**config.mk**
```make
export PLATFORM = sky130hd
export DESIGN_NAME = length_packing_ctrl
export DESIGN_NICKNAME = d
export VERILOG_FILES = /design/src/rtl/length_packing_pkg.sv /design/src/rtl/length_packing_acc.sv /design/src/rtl/length_packing_ctrl.sv
export SDC_FILE = /design/constraint.sdc
export NUM_CORES = 1
export LEC_CHECK = 0
export CAP_MARGIN = 30
export CORE_UTILIZATION = 25
export CTS_CLUSTER_DIAMETER = 100
export DETAILED_ROUTE_END_ITERATION = 6
export GPL_TIMING_DRIVEN = 0
export PLACE_DENSITY = 0.54
export SYNTH_ARGS = -nofsm -noshare
export SYNTH_HDL_FRONTEND = slang
export SYNTH_SLANG_ARGS = --single-unit
```
**constraint.sdc**
```tcl
create_clock -name i_clk -period 3.4 [get_ports i_clk]
set_clock_uncertainty 0.1 [all_clocks]
set_input_delay 1.02 -clock i_clk [delete_from_list [all_inputs] [get_ports i_clk]]
set_output_delay 1.02 -clock i_clk [all_outputs]
set_load 0.02 [all_outputs]
```
**src/rtl/length_packing_pkg.sv**
```systemverilog
// Shared types and constants for the length-packing controller.
// Widths are sized for a 128-bit packing window fed by words of at most 64 bits.
package length_packing_pkg;

  localparam int OUT_WIDTH = 128;
  localparam int LEN_W     = 7;
  localparam int CNT_W     = 8;
  localparam int SUM_W     = 9;
  localparam int MAX_LEN   = 64;

  typedef enum logic [1:0] {
    RUN      = 2'd0,
    WAIT_OUT = 2'd1,
    FILL     = 2'd2,
    DONE     = 2'd3
  } pk_state_e;

  // Lengths of 0 or above MAX_LEN carry no bits into the window.
  function automatic logic len_legal(input logic [LEN_W-1:0] len);
    return (len != {LEN_W{1'b0}}) && (len <= LEN_W'(MAX_LEN));
  endfunction

endpackage

```
**src/rtl/length_packing_acc.sv**
```systemverilog
// Window occupancy arithmetic: adds a word length to the fill count and
// classifies the result as partial, exactly full, or spilling over.
module length_packing_acc
  import length_packing_pkg::*;
#(
  parameter int OUT_WIDTH = length_packing_pkg::OUT_WIDTH,
  parameter int LEN_W     = length_packing_pkg::LEN_W
) (
  input  logic [CNT_W-1:0] cnt_i,
  input  logic [LEN_W-1:0] len_i,
  output logic [CNT_W-1:0] next_cnt_o,
  output logic             full_o,
  output logic             split_o,
  output logic [CNT_W-1:0] push_amount_o
);

  localparam logic [SUM_W-1:0] WIN = SUM_W'(OUT_WIDTH);

  logic [SUM_W-1:0] sum_s;
  logic [SUM_W-1:0] over_s;

  // Nine-bit sum so a spill past the window is never truncated.
  always_comb begin
    sum_s         = {1'b0, cnt_i} + SUM_W'(len_i);
    over_s        = sum_s - WIN;
    full_o        = (sum_s == WIN);
    split_o       = (sum_s > WIN);
    next_cnt_o    = {CNT_W{1'b0}};
    push_amount_o = {CNT_W{1'b0}};
    if (sum_s > WIN) begin
      next_cnt_o    = over_s[CNT_W-1:0];
      push_amount_o = over_s[CNT_W-1:0];
    end else if (sum_s == WIN) begin
      next_cnt_o    = {CNT_W{1'b0}};
    end else begin
      next_cnt_o    = sum_s[CNT_W-1:0];
    end
  end

endmodule

```
**src/rtl/length_packing_ctrl.sv**
```systemverilog
// Length-packing sequencer: tracks window occupancy and drives the registered
// store/shift/output/split/fill/done controls of the packing datapath.
module length_packing_ctrl
  import length_packing_pkg::*;
#(
  parameter int OUT_WIDTH = length_packing_pkg::OUT_WIDTH,
  parameter int LEN_W     = length_packing_pkg::LEN_W
) (
  input  logic             i_clk,
  input  logic             i_reset,
  input  logic             i_valid,
  input  logic [LEN_W-1:0] i_total_length,
  input  logic             i_last,
  input  logic             i_out_ready,
  output logic             o_ready,
  output logic             o_store_flag,
  output logic [7:0]       o_shift_amount,
  output logic             o_output_flag,
  output logic             o_stop_flag,
  output logic             o_push_flag,
  output logic [7:0]       o_push_amount,
  output logic             o_fill_flag,
  output logic             o_fill_ctrl,
  output logic             o_done_flag,
  output logic             o_finish_final,
  output logic [7:0]       o_fill_count
);

  pk_state_e        state_q, state_d;
  logic [CNT_W-1:0] cnt_q, cnt_d;
  logic             pend_q, pend_d;
  logic             last_q, last_d;
  logic             finish_q, finish_d;
  logic             ready_q, ready_d;
  logic             store_q, store_d;
  logic [CNT_W-1:0] shift_q, shift_d;
  logic             output_q, output_d;
  logic             stop_q, stop_d;
  logic             push_q, push_d;
  logic [CNT_W-1:0] pamt_q, pamt_d;
  logic             fill_q, fill_d;
  logic             fill_ctrl_q, fill_ctrl_d;
  logic             done_q, done_d;

  logic             accept_s;
  logic             legal_s;
  logic [LEN_W-1:0] eff_len_s;
  logic [CNT_W-1:0] acc_next_s;
  logic             acc_full_s;
  logic             acc_split_s;
  logic [CNT_W-1:0] acc_pamt_s;
  logic             due_s;

  // Illegal lengths are folded to zero so they cost no window bits.
  always_comb begin
    accept_s = i_valid && ready_q;
    legal_s  = len_legal(i_total_length);
    if (legal_s) begin
      eff_len_s = i_total_length;
    end else begin
      eff_len_s = {LEN_W{1'b0}};
    end
    due_s = acc_full_s || acc_split_s;
  end

  length_packing_acc #(
    .OUT_WIDTH (OUT_WIDTH),
    .LEN_W     (LEN_W)
  ) u_acc (
    .cnt_i         (cnt_q),
    .len_i         (eff_len_s),
    .next_cnt_o    (acc_next_s),
    .full_o        (acc_full_s),
    .split_o       (acc_split_s),
    .push_amount_o (acc_pamt_s)
  );

  // Next-state and next-output decode; every flag is registered below.
  always_comb begin
    state_d     = state_q;
    cnt_d       = cnt_q;
    pend_d      = pend_q;
    last_d      = last_q;
    finish_d    = finish_q;
    store_d     = 1'b0;
    shift_d     = {CNT_W{1'b0}};
    output_d    = 1'b0;
    stop_d      = 1'b0;
    push_d      = 1'b0;
    pamt_d      = {CNT_W{1'b0}};
    fill_d      = 1'b0;
    fill_ctrl_d = 1'b0;
    done_d      = 1'b0;
    case (state_q)
      RUN: begin
        if (accept_s) begin
          store_d  = legal_s;
          if (legal_s) begin
            shift_d = cnt_q;
          end else begin
            shift_d = {CNT_W{1'b0}};
          end
          output_d = due_s;
          stop_d   = acc_split_s;
          push_d   = acc_split_s;
          pamt_d   = acc_pamt_s;
          cnt_d    = acc_next_s;
          last_d   = i_last && due_s && !i_out_ready;
          finish_d = i_last && due_s && (acc_next_s == {CNT_W{1'b0}});
          if (due_s && !i_out_ready) begin
            pend_d  = 1'b1;
            state_d = WAIT_OUT;
          end else if (i_last) begin
            if (acc_next_s != {CNT_W{1'b0}}) begin
              state_d = FILL;
            end else begin
              state_d = DONE;
            end
          end else begin
            state_d = RUN;
          end
        end else begin
          state_d = RUN;
        end
      end
      WAIT_OUT: begin
        if (i_out_ready) begin
          pend_d   = 1'b0;
          output_d = 1'b0;
          last_d   = 1'b0;
          if (last_q) begin
            if (cnt_q != {CNT_W{1'b0}}) begin
              state_d = FILL;
            end else begin
              state_d = DONE;
            end
          end else begin
            state_d = RUN;
          end
        end else begin
          output_d = 1'b1;
        end
      end
      FILL: begin
        fill_d      = 1'b1;
        fill_ctrl_d = 1'b1;
        output_d    = 1'b1;
        finish_d    = 1'b1;
        shift_d     = cnt_q;
        if (i_out_ready) begin
          cnt_d   = {CNT_W{1'b0}};
          state_d = DONE;
        end else begin
          state_d = FILL;
        end
      end
      DONE: begin
        done_d   = 1'b1;
        finish_d = 1'b1;
        state_d  = RUN;
      end
      default: begin
        state_d  = RUN;
        cnt_d    = {CNT_W{1'b0}};
        pend_d   = 1'b0;
        last_d   = 1'b0;
        finish_d = 1'b0;
      end
    endcase
    ready_d = (state_d == RUN) && !pend_d;
  end

  // State and output registers; reset drops everything including o_ready.
  always_ff @(posedge i_clk or negedge i_reset) begin
    if (!i_reset) begin
      state_q     <= RUN;
      cnt_q       <= {CNT_W{1'b0}};
      pend_q      <= 1'b0;
      last_q      <= 1'b0;
      finish_q    <= 1'b0;
      ready_q     <= 1'b0;
      store_q     <= 1'b0;
      shift_q     <= {CNT_W{1'b0}};
      output_q    <= 1'b0;
      stop_q      <= 1'b0;
      push_q      <= 1'b0;
      pamt_q      <= {CNT_W{1'b0}};
      fill_q      <= 1'b0;
      fill_ctrl_q <= 1'b0;
      done_q      <= 1'b0;
    end else begin
      state_q     <= state_d;
      cnt_q       <= cnt_d;
      pend_q      <= pend_d;
      last_q      <= last_d;
      finish_q    <= finish_d;
      ready_q     <= ready_d;
      store_q     <= store_d;
      shift_q     <= shift_d;
      output_q    <= output_d;
      stop_q      <= stop_d;
      push_q      <= push_d;
      pamt_q      <= pamt_d;
      fill_q      <= fill_d;
      fill_ctrl_q <= fill_ctrl_d;
      done_q      <= done_d;
    end
  end

  assign o_ready        = ready_q;
  assign o_store_flag   = store_q;
  assign o_shift_amount = shift_q;
  assign o_output_flag  = output_q;
  assign o_stop_flag    = stop_q;
  assign o_push_flag    = push_q;
  assign o_push_amount  = pamt_q;
  assign o_fill_flag    = fill_q;
  assign o_fill_ctrl    = fill_ctrl_q;
  assign o_done_flag    = done_q;
  assign o_finish_final = finish_q;
  assign o_fill_count   = cnt_q;

endmodule

```
==> results of run 1 <==
sequential cells by signal (all words and copies together) (netlist names):
name,count
o_fill_count,8
o_push_amount,8
o_shift_amount,8
state_q,2
last_q,1
o_done_flag,1
o_fill_ctrl,1
o_finish_final,1
o_output_flag,1
o_push_flag,1
o_ready,1
o_store_flag,1
pend_q,1
power groups by stage:
| stage | combinational (mW) | clock (mW) | sequential, mW |
|---|---|---|---|
| final | 0.692 | 0.266 | 0.579 |
| after global routing | 0.755 | 0.295 | 0.593 |
| after CTS | 0.697 | 0.276 | 0.582 |
| after detailed placement | 0.661 | 0 | 0.589 |
| after global placement | 0.660 | 0 | 0.588 |
| after floorplan | 0.321 | 0 | 0.656 |
critical path, cell delays in order:
cell             delay (ps)
clkdlybuf4s50_1         430
nor4_2                  190
and3_4                  240
ha_4                    220
a21o_2                  200
nor3b_1                 320
a311oi_4                120
o21ai_4                 290
buf_12                  140
and2b_2                 200
worst paths after layout:
path | startpoint | to | slack [ps] | cells after the start
max | i_total_length[4] | o_push_amount[5] | 100 | 10
min | o_finish_final | o_finish_final | 420 | 2
max reg2reg | o_fill_count[0] | o_ready | 910 | 9
min reg2reg | o_finish_final | o_finish_final | 420 | 2
max in group asynchronous | i_reset | o_done_flag | 2010 | 1
min in group asynchronous | i_reset | o_push_amount[4] | 710 | 1
final cells by class:
cell class	count	area [um^2]	area share [%]
Multi-Input combinational cell	118	941	36.8
Sequential cell	35	876	34.3
Timing Repair Buffer	51	497	19.4
Buffer	5	30.0	1.18
Clock buffer	6	72.6	2.84
Inverter	5	18.8	0.735
Tap cell	96	120	4.70
through the flow:
stage                     area (um^2)  worst slack, ps  total power [mW]  std cells
after floorplan                  1770              292             0.977        162
after global placement           2320             -598              1.25        301
after detailed placement         2310             -646              1.25        301
after CTS                        2540             2.70              1.55        315
after global routing             2550             12.5              1.64        316
final                            2550              102              1.54        316
layer usage:
metal  vias up  routed length (um)  share of wire, %  global-route usage (%)
li1        683                   -                 -                       -
met1       654                1980                48                    15.0
met2        39                1920                47                    20.1
met3         6                 131               3.2                    2.02
met4         0                  70               1.7                    4.70
met5         -                   0                 0                       0
logic make-up (layout without fill, tap and decap cells):
family / count (synthesis) / in the layout / share of synthesized area (%)
buffers and inverters: 10 / 67 / 2.76
AOI/OAI and AO/OA: 41 / 42 / 19.3
adders and majority gates: 8 / 8 / 6.08
and+or+nand+nor: 63 / 63 / 19.9
DFF: 35 / 35 / 49.5
xor gates and xnor gates: 5 / 5 / 2.48
cell usage in the layout (no fill, tap or decap), drive strengths merged, types with 2 or more instances in the layout:
cell,n
or3,2
o21ai,10
a22o,4
nor2b,14
a211oi,3
inv,5
clkbuf,9
and2b,4
ha,7
nor4,2
a21oi,8
nor3,2
nor2,13
clkdlybuf4s50,38
nand3b,2
and2,3
o211ai,3
nand2b,2
dfrtp,35
a21o,4
nand2,15
buf,12
o21a,2
dlymetal6s2s,2
xor2,4
o31ai,2
what timing repair did:
item	in CTS	in global routing
pin swaps	8	10
resized for setup	17	6
setup endpoints to repair	15	11
gates cloned	1	0
buffers inserted	7	1
hold buffers	0	0
==> out/metrics.cfg, run 1 <==
[timing]
tightest_slew_ps = 753
grt_setup_unrepaired = false
finalCritPeriodShare_pct = 97.0
final-hold-violation-count = 0
slew_violations = 0
max_freq_mhz = 303
setup_viol = 0
whs_ps = 423
tns_ps = 0
min_period_ps = 3300
slew_headroom_pct = 49.8

[clock_tree]
cts_tree = yes
cts-root-buf = clkbuf_8
htreeDepth = 2
clk-insertion-delay-late_ps = 280
cts_num_sinks = 35
cts_made_buffers = 5
cts_buffer_depth = 2
clkSlewWorstSetupHoldPaths_ps = 70

[run]
drv_cap = 0

[setup_path]
critPathKind = input port to register
cp_max_fo = 6
endpoint_kind = register
start_kind = input port
arrival_ps = 3370
crit_required_ps = 3480

[drt]
via_count = 1382
vias_per_cell = 4.37
firstDrtPassIters = 4
postRouteAntennaNets = 0
routed_wl_um = 4100
drc = 0
wl_per_cell_um = 13.0
drt-initial-drc-count = 55

[hold_path]
hp-class = register to register

[synthesis]
synth_ff_type = dfrtp_1
post-synth-top-count-cell = dfrtp_1
synth.avg_cell_area_um2 = 10.9
netlist_top_cells_area = dfrtp_1, ha_1, nor2b_1, nand2_1, nor2_1
yosysTopAreaCell = dfrtp_1
syn_area_um2 = 1770
synth-seq-cells = 35
synthDominantCellAreaShare_pct = 49.5
syn_inst = 162
ys_types = 45
synth-edff-count = 0
ys_warn_count = 0
ys_async_sr_fraction_pct = 100
syn_nets = 182
synthTopCellsByCount = dfrtp_1, nand2_1, nor2b_1
yosysSeqAreaShare_pct = 49.5

[pwr]
power_frac_clock_pct = 17.3
p_int_uw = 937
p_comb_share_pct = 45.0
cellLeakagePower_nw = 1.12
p_sw_uw = 601
p_seq_share_pct = 37.7
p_per_area_nw_per_um2 = 602
ir_drop_uv = 148
p_sw_share_pct = 39.1

[status]
status = finished clean

[layout]
syn2layout_area_growth_pct = 44.4
drive_gt1_share_pct = 21.4
final_core_util_pct = 37.4
n_antenna_cell = 0
n_fill_cell = 722
final_nets = 241

[floorplanning]
fp-row-count = 30
die_y_um = 86.1
io_pins = 45
core_area_um2 = 6830
initial_utilization_pct = 25.9
die_w_um = 86.1
die-area_um2 = 7420

[grt]
grt_pass1_wl_um = 6800
grt_use_total_pct = 11.9
grt_pass1_vias = 1381
antenna_found_initial = 0
grt_max_degree = 36
grt_overflow = 0

[placement]
port_buffers = 43
place_hpwl_um = 3060
gp_congestion = 0.828

(Power assumes the default switching activity.)
==> inputs of run 2 (changes only) <==
--- a/config.mk
+++ b/config.mk
@@ -6,11 +6,12 @@
 export NUM_CORES = 1
 export LEC_CHECK = 0
 export CAP_MARGIN = 30
-export CORE_UTILIZATION = 25
+export CORE_UTILIZATION = 52
 export CTS_CLUSTER_DIAMETER = 100
 export DETAILED_ROUTE_END_ITERATION = 6
 export GPL_TIMING_DRIVEN = 0
-export PLACE_DENSITY = 0.54
+export PLACE_DENSITY = 0.92
+export SLEW_MARGIN = 0
 export SYNTH_ARGS = -nofsm -noshare
 export SYNTH_HDL_FRONTEND = slang
 export SYNTH_SLANG_ARGS = --single-unit
==> run 2 against run 1 <==
Non-clock buffer count grew 8. Clock power is 15% higher. Sequential share of layout area is 0.25 points higher. Total power grew 4.8%.
==> out/metrics.cfg, run 2 (synthesized netlist as in run 1, its figures left out) <==
[clock_tree]
cts_buffer_depth = 2
cts_hold_buf = 0
cts_made_buffers = 5
cts_tree = yes
cts_num_sinks = 35
htreeDepth = 2
clk-insertion-delay-late_ps = 350
cts-root-buf = clkbuf_4
clkSlewWorstSetupHoldPaths_ps = 110

[grt]
grt_max_degree = 24
grt_pass1_wl_um = 7060
antenna_found_initial = 0
use_met1_pct = 32.6
grt_pass1_vias = 1482
grt_use_total_pct = 27.5
grtUsageMet2_pct = 47.4
grt.busiest_layer = met2
grt_overflow = 0
groute.layer.met3.usage_pct = 5.54

[setup_path]
startpoint = i_total_length[4]
cp_max_fo = 7
start_kind = input port
r2r_end = o_ready
endpoint = o_ready
reg2reg_from = o_fill_count[0]
reg2regPathDepth = 9
crit_required_ps = 3550
arrival_ps = 3500
critPathKind = input port to register
endpoint_kind = register
r2r_slack_ps = 860

[pwr]
finalPower_mw = 1.61
cellLeakagePower_nw = 1.16
p_seq_share_pct = 36.0
p_per_area_nw_per_um2 = 635
p_int_uw = 961
p_sw_uw = 650
power_frac_clock_pct = 19.1
p_comb_share_pct = 45.0
ir_drop_uv = 350
p_sw_share_pct = 40.4

[timing]
min_period_ps = 3350
tightest_slew_ps = 676
finalCritPeriodShare_pct = 98.6
max_freq_mhz = 298
setup_viol = 0
final-hold-violation-count = 0
tns_ps = 0
slew_headroom_pct = 54.8
slew_violations = 0

[drt]
vias_per_cell = 5.92
via_count = 1616
postRouteAntennaNets = 0
drc = 0
firstDrtPassIters = 6
drt-initial-drc-count = 71
wl_per_cell_um = 17.9
routed_wl_um = 4900

[placement]
place_hpwl_um = 3120
gp_congestion = 0.874
placed_cells = 250
port_buffers = 43

[layout]
final_cell_mix = clkdlybuf4s50_1, dfrtp_1, buf_4, nand2_1, nor2b_1
final_common_cell = clkdlybuf4s50_1
n_antenna_cell = 0
final_nets = 248
seq_area_um2 = 876
finalNonFillerCells = 273
final_core_util_pct = 81.1
syn2layout_area_growth_pct = 43.4
drive_gt1_share_pct = 22.7
n_fill_cell = 182
multi_input_area_um2 = 903

[floorplanning]
die-area_um2 = 3640
core_area_um2 = 3130
fp-row-count = 20
die_w_um = 60.3
io_pins = 45
initial_utilization_pct = 56.6
die_y_um = 60.3

[hold_path]
hp-class = register to register

[status]
status = finished clean

[run]
drv_cap = 0

run 2: changes by cell type in the layout (fill, tap and decap cells not counted), moves of 3 or more:
cell,delta
clkbuf_8,-5
clkbuf_4,+5
clkdlybuf4s50_1,+3
buf_4,+8
run 2: what timing repair did:
action / in CTS / in global routing
setup endpoints to repair: 6 / 15
resized for setup: 5 / 10
pin swaps: 7 / 5
setup buffers: 12 / 3
run 2: cell type report:
cell class              count  share of cell area (%)
plain buffers               5                    1.18
well taps                  44                    2.17
repair buffers             59                    22.5
inverters                   5                   0.740
clock inverters             3                    1.73
flip-flops and latches     35                    34.5
multi-input cells         117                    35.6
clock buffers               5                    1.48
run 2: power groups by stage:
stage	sequential, mW	clock [mW]	combinational, mW
floorplan	0.656	0	0.321
global placement	0.577	0	0.643
detailed placement	0.581	0	0.666
CTS	0.575	0.306	0.681
global route	0.590	0.322	0.766
finish	0.579	0.307	0.724
run 2: critical path: stages:
cell and delay, ps:
clkdlybuf4s50_1 430, nor4_2 300, and3_1 260, ha_4 240
a21oi_4 170, nand2_1 100, a311oi_4 410, o21ai_4 140
a21oi_2 210, and4b_1 220
run 2: worst min-delay path by stage:
stage	from	end	slack, ps	depth (start not counted)
after floorplan	pend_q	pend_q	400	2
after global placement	o_finish_final	o_finish_final	400	2
after detailed placement	o_finish_final	o_finish_final	410	2
after CTS	pend_q	pend_q	450	2
after global routing	o_finish_final	o_finish_final	490	2
final	o_finish_final	o_finish_final	450	2
run 2: per-stage QoR:
| step | instance area (um^2) | worst slack, ps | hold slack (ps) |
|---|---|---|---|
| floorplan | 1770 | 292 | 398 |
| global placement | 2250 | -397 | 403 |
| detailed placement | 2280 | -481 | 412 |
| CTS | 2470 | 2.74 | 448 |
| global route | 2540 | -12.9 | 493 |
| finish | 2540 | 48.4 | 450 |
run 2: layer usage:
metal / vias to the layer above / part of all wire [%]
met1: 758 / 37
met3: 35 / 8.4
met2: 124 / 49
li1: 699 / -
met5: - / 0
met4: 0 / 5.2
